==> src/rtl/asy_fifo.sv <==
// asy_fifo: single-clock 8 x 4 FIFO whose pops are paced by the asynchronous Rd_clk level.
// Define ASY_FIFO_DROP_FLAG_EN to add the sticky Wr_Drop output (write suppressed while full).
module asy_fifo #(
    parameter int unsigned DATA_WIDTH  = 4,
    parameter int unsigned ADDR_WIDTH  = 3,
    parameter int unsigned SYNC_STAGES = 2
) (
    input  logic                  Wr_clk,
    input  logic                  reset,
    input  logic                  Rd_clk,
    input  logic [DATA_WIDTH-1:0] Data_in,
    output logic [DATA_WIDTH-1:0] Data_out,
    output logic                  Wr_Full,
`ifdef ASY_FIFO_DROP_FLAG_EN
    output logic                  Wr_Drop,
`endif
    output logic                  Rd_Empty
);

    localparam int unsigned DEPTH = 1 << ADDR_WIDTH;
    localparam int unsigned PTR_W = ADDR_WIDTH + 1;

    logic [PTR_W-1:0]       wptr;
    logic [PTR_W-1:0]       rptr;
    logic [DATA_WIDTH-1:0]  mem [DEPTH];
    logic [SYNC_STAGES-1:0] sync;
    logic                   synced_d;
    logic                   rd_stb;
    logic                   do_wr;
    logic                   do_rd;

    // Flags decode the registered pointers; the extra MSB separates full from empty.
    always_comb begin
        Rd_Empty = (wptr == rptr);
        Wr_Full  = (wptr[ADDR_WIDTH] != rptr[ADDR_WIDTH]) &&
                   (wptr[ADDR_WIDTH-1:0] == rptr[ADDR_WIDTH-1:0]);
        rd_stb   = sync[SYNC_STAGES-1] & ~synced_d;
        do_wr    = ~Wr_Full;
        do_rd    = rd_stb & ~Rd_Empty;
    end

    // Rd_clk synchroniser, edge detector, pointers and read data register.
    always_ff @(posedge Wr_clk) begin
        if (reset) begin
            sync     <= '0;
            synced_d <= 1'b0;
            wptr     <= '0;
            rptr     <= '0;
            Data_out <= '0;
        end else begin
            sync     <= {sync[SYNC_STAGES-2:0], Rd_clk};
            synced_d <= sync[SYNC_STAGES-1];
            if (do_wr) begin
                wptr <= wptr + PTR_W'(1);
            end
            if (do_rd) begin
                Data_out <= mem[rptr[ADDR_WIDTH-1:0]];
                rptr     <= rptr + PTR_W'(1);
            end
        end
    end

    // Storage is deliberately left uncleared by reset.
    always_ff @(posedge Wr_clk) begin
        if (!reset && do_wr) begin
            mem[wptr[ADDR_WIDTH-1:0]] <= Data_in;
        end
    end

`ifdef ASY_FIFO_DROP_FLAG_EN
    // Sticky record of any write lost because the FIFO was full.
    always_ff @(posedge Wr_clk) begin
        if (reset) begin
            Wr_Drop <= 1'b0;
        end else if (Wr_Full) begin
            Wr_Drop <= 1'b1;
        end
    end
`endif

endmodule

==> config.mk <==
export PLATFORM = sky130hd
export DESIGN_NAME = asy_fifo
export DESIGN_NICKNAME = d
export VERILOG_FILES = /design/src/rtl/asy_fifo.sv
export SDC_FILE = /design/constraint.sdc
export NUM_CORES = 1
export LEC_CHECK = 0
export BUFFER_PORTS_ARGS = -buffer_cell sky130_fd_sc_hd__buf_2
export CAP_MARGIN = 20
export CORE_MARGIN = 1
export CORE_UTILIZATION = 40
export DETAILED_ROUTE_END_ITERATION = 12
export HOLD_SLACK_MARGIN = 0.05
export PLACE_DENSITY = 0.64
export SYNTH_ARGS = -nofsm -noshare
export SYNTH_HDL_FRONTEND = slang
export SYNTH_SLANG_ARGS = --single-unit
==> constraint.sdc <==
create_clock -name Wr_clk -period 4.4 [get_ports Wr_clk]
set_input_delay 0.44 -clock Wr_clk [delete_from_list [all_inputs] [get_ports Wr_clk]]
set_output_delay 0.44 -clock Wr_clk [all_outputs]
set_load 0.02 [all_outputs]
Word level (Yosys, flattened, before mapping)
Memories as Yosys holds them, arrays and structs flattened. A register that Yosys moved wholly into a read port is not among the register bits.
Cells that the tools add are included.
{"block": "totals", "regBits": 11, "mem_count": 1, "ram_bits": 32, "inputBits": 7, "wordCells": 20}
{"name": "mem", "words": 8, "word_bits": 4, "read_ports": 1, "rd_clocked_by_memory_dff": 1, "write_ports": 1, "line": "25", "rtl": "logic [DATA_WIDTH-1:0] mem [DEPTH];"}
{"block": "classes", "bitwise": 5, "n_mux": 2, "add_sub_neg": 2, "n_reduce_logical": 3, "n_eq_ne": 3}
{"operator": "$add A4 B1 Y4 const B", "n": 2}
{"operator": "$eq A4 B4 Y1", "n": 1}
{"operator": "$eq A3 B3 Y1", "n": 1}
{"operator": "$not A1 Y1", "n": 3}
{"operator": "$and A1 B1 Y1", "n": 2}
{"operator": "$logic_and A1 B1 Y1", "n": 2}
{"operator": "$mux W1", "n": 2}
{"operator": "$logic_not A1 Y1", "n": 1}
{"operator": "$ne A1 B1 Y1", "n": 1}

Logic depth before layout (Yosys ltp)
{"block": "logic_depth", "word_depth": 6, "ltp_mapped": 6}

Least setup slack after synthesis
OpenSTA, ideal clock, no wires.
{"block": "synth_timing", "kind": "register to register", "from": "reg wptr[2]", "to": "mem mem[1][0], enable pin", "path_buffers": 1, "setup_slack_ns": 2.427, "required_time_ns": 4.039, "path_stages_with_launch": 6, "t_arrival_ns": 1.611, "cell_sequence": "dfxtp_1 buf_4 xor2_1 nor4_4 or3b_1 nor3_1"}
{"block": "synth_between", "elab_chain_cells": 6}
{"element": "start, declared", "line": "23", "rtl": "logic [PTR_W-1:0] wptr;"}
{"element": "start signal, assigned", "line": "54", "rtl": "wptr <= wptr + PTR_W'(1);"}
{"element": "$eq A3 B3 Y1", "line": "36", "rtl": "(wptr[ADDR_WIDTH-1:0] == rptr[ADDR_WIDTH-1:0]);"}
{"element": "$logic_and A1 B1 Y1", "line": "35", "rtl": "Wr_Full = (wptr[ADDR_WIDTH] != rptr[ADDR_WIDTH]) &&"}
{"element": "named net Wr_Full", "line": "13", "rtl": "output logic Wr_Full,"}
{"element": "$not A1 Y1", "line": "38", "rtl": "do_wr = ~Wr_Full;"}
{"element": "$logic_and A1 B1 Y1", "line": "65", "rtl": "if (!reset && do_wr) begin"}
{"element": "$mux W1", "line": "65"}
{"element": "$mux W1 (not written as such)", "line": "66", "rtl": "mem[wptr[ADDR_WIDTH-1:0]] <= Data_in;"}
{"element": "end, declared", "line": "25"}
The timed path passes the listed nets, and every way through them passes these cells.

Final worst setup path
{"block": "layout_timing", "from": "reg rptr[1]", "to": "out Wr_Full"}
{"block": "layout_between", "elab_chain_cells": 2}
{"element": "start, declared", "line": "24", "rtl": "logic [PTR_W-1:0] rptr;"}
{"element": "start signal, assigned", "line": "58", "rtl": "rptr <= rptr + PTR_W'(1);"}
{"element": "$eq A3 B3 Y1", "line": "36"}
{"element": "$logic_and A1 B1 Y1", "line": "35"}
{"element": "end, declared", "line": "13"}
Every way passes these cells.

==> metrics.txt <==
critical path's largest stage delay=770 ps; status=finished, final reports clean; Post-synth EDFFs=32; share of layout cells above drive strength 1=24.46%; critical path arrival=2090 ps; Synth Flop Type=edfxtp_1; Rel. slew slack=53.51%; Num CTS Buffers=5; Worst Setup Path Type=flop to primary output; Pre-antenna DRT Iters=6; drt wl/cell=16.39 um; combinational power share=7.0%; vias in the first global route=1060; worst-case clock skew=12.25 ps; Finished Core Util=46.64%; crit share post-route=57.56%; maxcap violations=0; clk sink count=47; largest family of logic cells by synthesized area=multiplexers; CTS max path bufs=2; Die Wd=71.61 um; Post-Synth XOR/XNOR Area=3.938%; adder-cell share of the synthesized area=1.291%; Async S/R FF share, synth=0%; cell area after layout=2101 um^2; most numerous cell in the Yosys netlist=edfxtp_1; die height=71.61 um; post-synthesis sequential area ratio=65.07%; Final Setup Violations=0; RSZ-0062 raised after global routing=false; Area Growth Syn to Fin=8.392%; Critical Path RT=3960 ps; worst setup margin=1867 ps; post-route ant nets=0; switch share=22.66%; synth cell count leaders=edfxtp_1 (32), dfxtp_1 (15), nor2_1 (14); Post-Syn Nets=135; GPL Wtd Cong=0.8440; ant diodes=0; Avg Cell Area, Syn=15.38 um^2; Die Area=5127 um^2; post-route minimum period=2533 ps; fillers=403; CP max FO=12; CTS clk-pin slew, worst paths=90 ps; First DRT Iteration DRCs=59; root buffer cell=clkbuf_8; Psw=181.8 uW; CP cell instances=xor2_2 -> nor4_4 -> buf_2; detailed placer's ending HPWL=2314 um; synthesized area=1938 um^2; mux contribution to synthesized area=12.40%; pin count of the biggest net entering global routing=18; Site Rows=24; Post-CTS Resized=0; nets=147; Post-Place Setup Slack=1919 ps; P per Cell Area=381.9 nW/um^2; Synth Warn #=0; CTS H-tree depth=2; Hold Path Class=primary input to flop; Leak=0.6961 nW; worst slew pin tran=696.4 ps; Synth cell types=31; initial antenna violation count=0; vias post-DR=1030; Area contributors post-synth=edfxtp_1 (50%), dfxtp_1 (15%), mux4_2 (9.3%), mux2i_1 (3.1%), nor2_1 (2.7%); Via density=5.393; Synth top area share=49.58%; compound-gate portion of the synthesized area=4.842%; Reg power frac=62.1%; Yosys reg bits=47; Syn Inst Count=126; Worst VDD drop=0.0001703 V; post-synthesis simple-gate area fraction=9.425%; GRT Total Usage=14.06%; WHS=347.7 ps; Int Power=620.5 uW; DRC viols=0; core area=4504 um^2; DP Area=2016 um^2; WL final=3130 um; CTS tree=done; Worst setup SP type=flop; Hold Fails Final Rpt=0; Worst-Skew Late Latency=300 ps; hold_buf cts=0; count of final max-slew check failures=0; gr ovfl total=0; crit path capture type=primary output; Fin Setup TNS=0 ps; Initial Util=43.03%; clock network power share=30.8%; Crit-path slowest cell=dfxtp_1; biggest area consumer among synthesized cells=edfxtp_1; Ports=13; number of setup buffers added after CTS=0; input/output buffers=12; Fmax=0.3948 GHz; global-route wire length before repair=5188 um
-- worst paths after layout --
kind	start	to	slack, ps	cells after the start
max	rptr[1]	Wr_Full	1870	3
min	Rd_clk	sync[0]	350	2
max reg2reg	rptr[1]	mem[1][0]	1950	4
min reg2reg	sync[0]	sync[1]	440	1
-- state kept, by name, summed over array words and instances (netlist names) --
name	count
wptr	4
mem	32
Data_out	4
sync	2
synced_d	1
rptr	4
-- worst max-delay path: cells and delay by family, from the launching register on --
family | cells | cell delay [ps]
buffers and inverters | 1 | 260
AND/OR/NAND/NOR | 1 | 550
flip-flops | 1 | 770
XOR/XNOR | 1 | 220
-- per-layer routing --
metal / vias up / wire length (um) / track usage, %
met5: - / 0 / 0
met4: 0 / 26 / 6.754
met3: 2 / 154 / 4.782
met2: 27 / 1621 / 23.48
met1: 512 / 1327 / 16.27
li1: 489 / - / -
-- stage by stage --
stage / cells / total power, mW
detailed placement: 183 / 0.5658
finish: 191 / 0.8023
CTS: 191 / 0.8092
floorplan: 126 / 0.5482
global route: 191 / 0.8313
global placement: 183 / 0.5630
-- cell usage in the layout (no fill, tap or decap), types with 2 or more instances in the layout --
master,count
edfxtp_1,32
dfxtp_1,15
nor2_1,14
buf_2,12
mux4_2,8
mux2i_1,6
clkbuf_8,5
nor2b_1,4
a21oi_1,4
xor2_1,3
or3_1,3
a211oi_1,3
inv_1,3
nand3_1,3
xor2_2,2
xnor2_1,2
nor3_1,2
o21ai_0,2
a21o_2,2
ha_1,2
-- kinds of logic after synthesis --
kind of cell             Yosys count
buffers and inverters             10
AO/OA/AOI/OAI                     13
multiplexers                      14
AND/OR/NAND/NOR                   33
adder cells (fa/ha/maj)            2
flip-flops                        47
XOR/XNOR                           7
-- power by group through the flow --
stage	registers (mW)	clock network, mW	logic, mW
final	0.498	0.247	0.0565
after floorplan	0.503	0	0.0449
after global placement	0.508	0	0.0548
after global routing	0.500	0.268	0.0630
after CTS	0.499	0.253	0.0573
after detailed placement	0.509	0	0.0571
-- area by class of cell --
| class | count | area [um^2] | share of cell area [%] |
|---|---|---|---|
| clock buffer | 6 | 72.57 | 3.454 |
| clock inverter | 2 | 12.51 | 0.5956 |
| inverter | 3 | 11.26 | 0.5360 |
| multi-input combinational | 69 | 618.1 | 29.42 |
| sequential | 47 | 1261 | 60.04 |
| tap | 52 | 65.06 | 3.097 |
| timing repair buffer | 12 | 60.06 | 2.859 |
(Power assumes the default switching activity.)
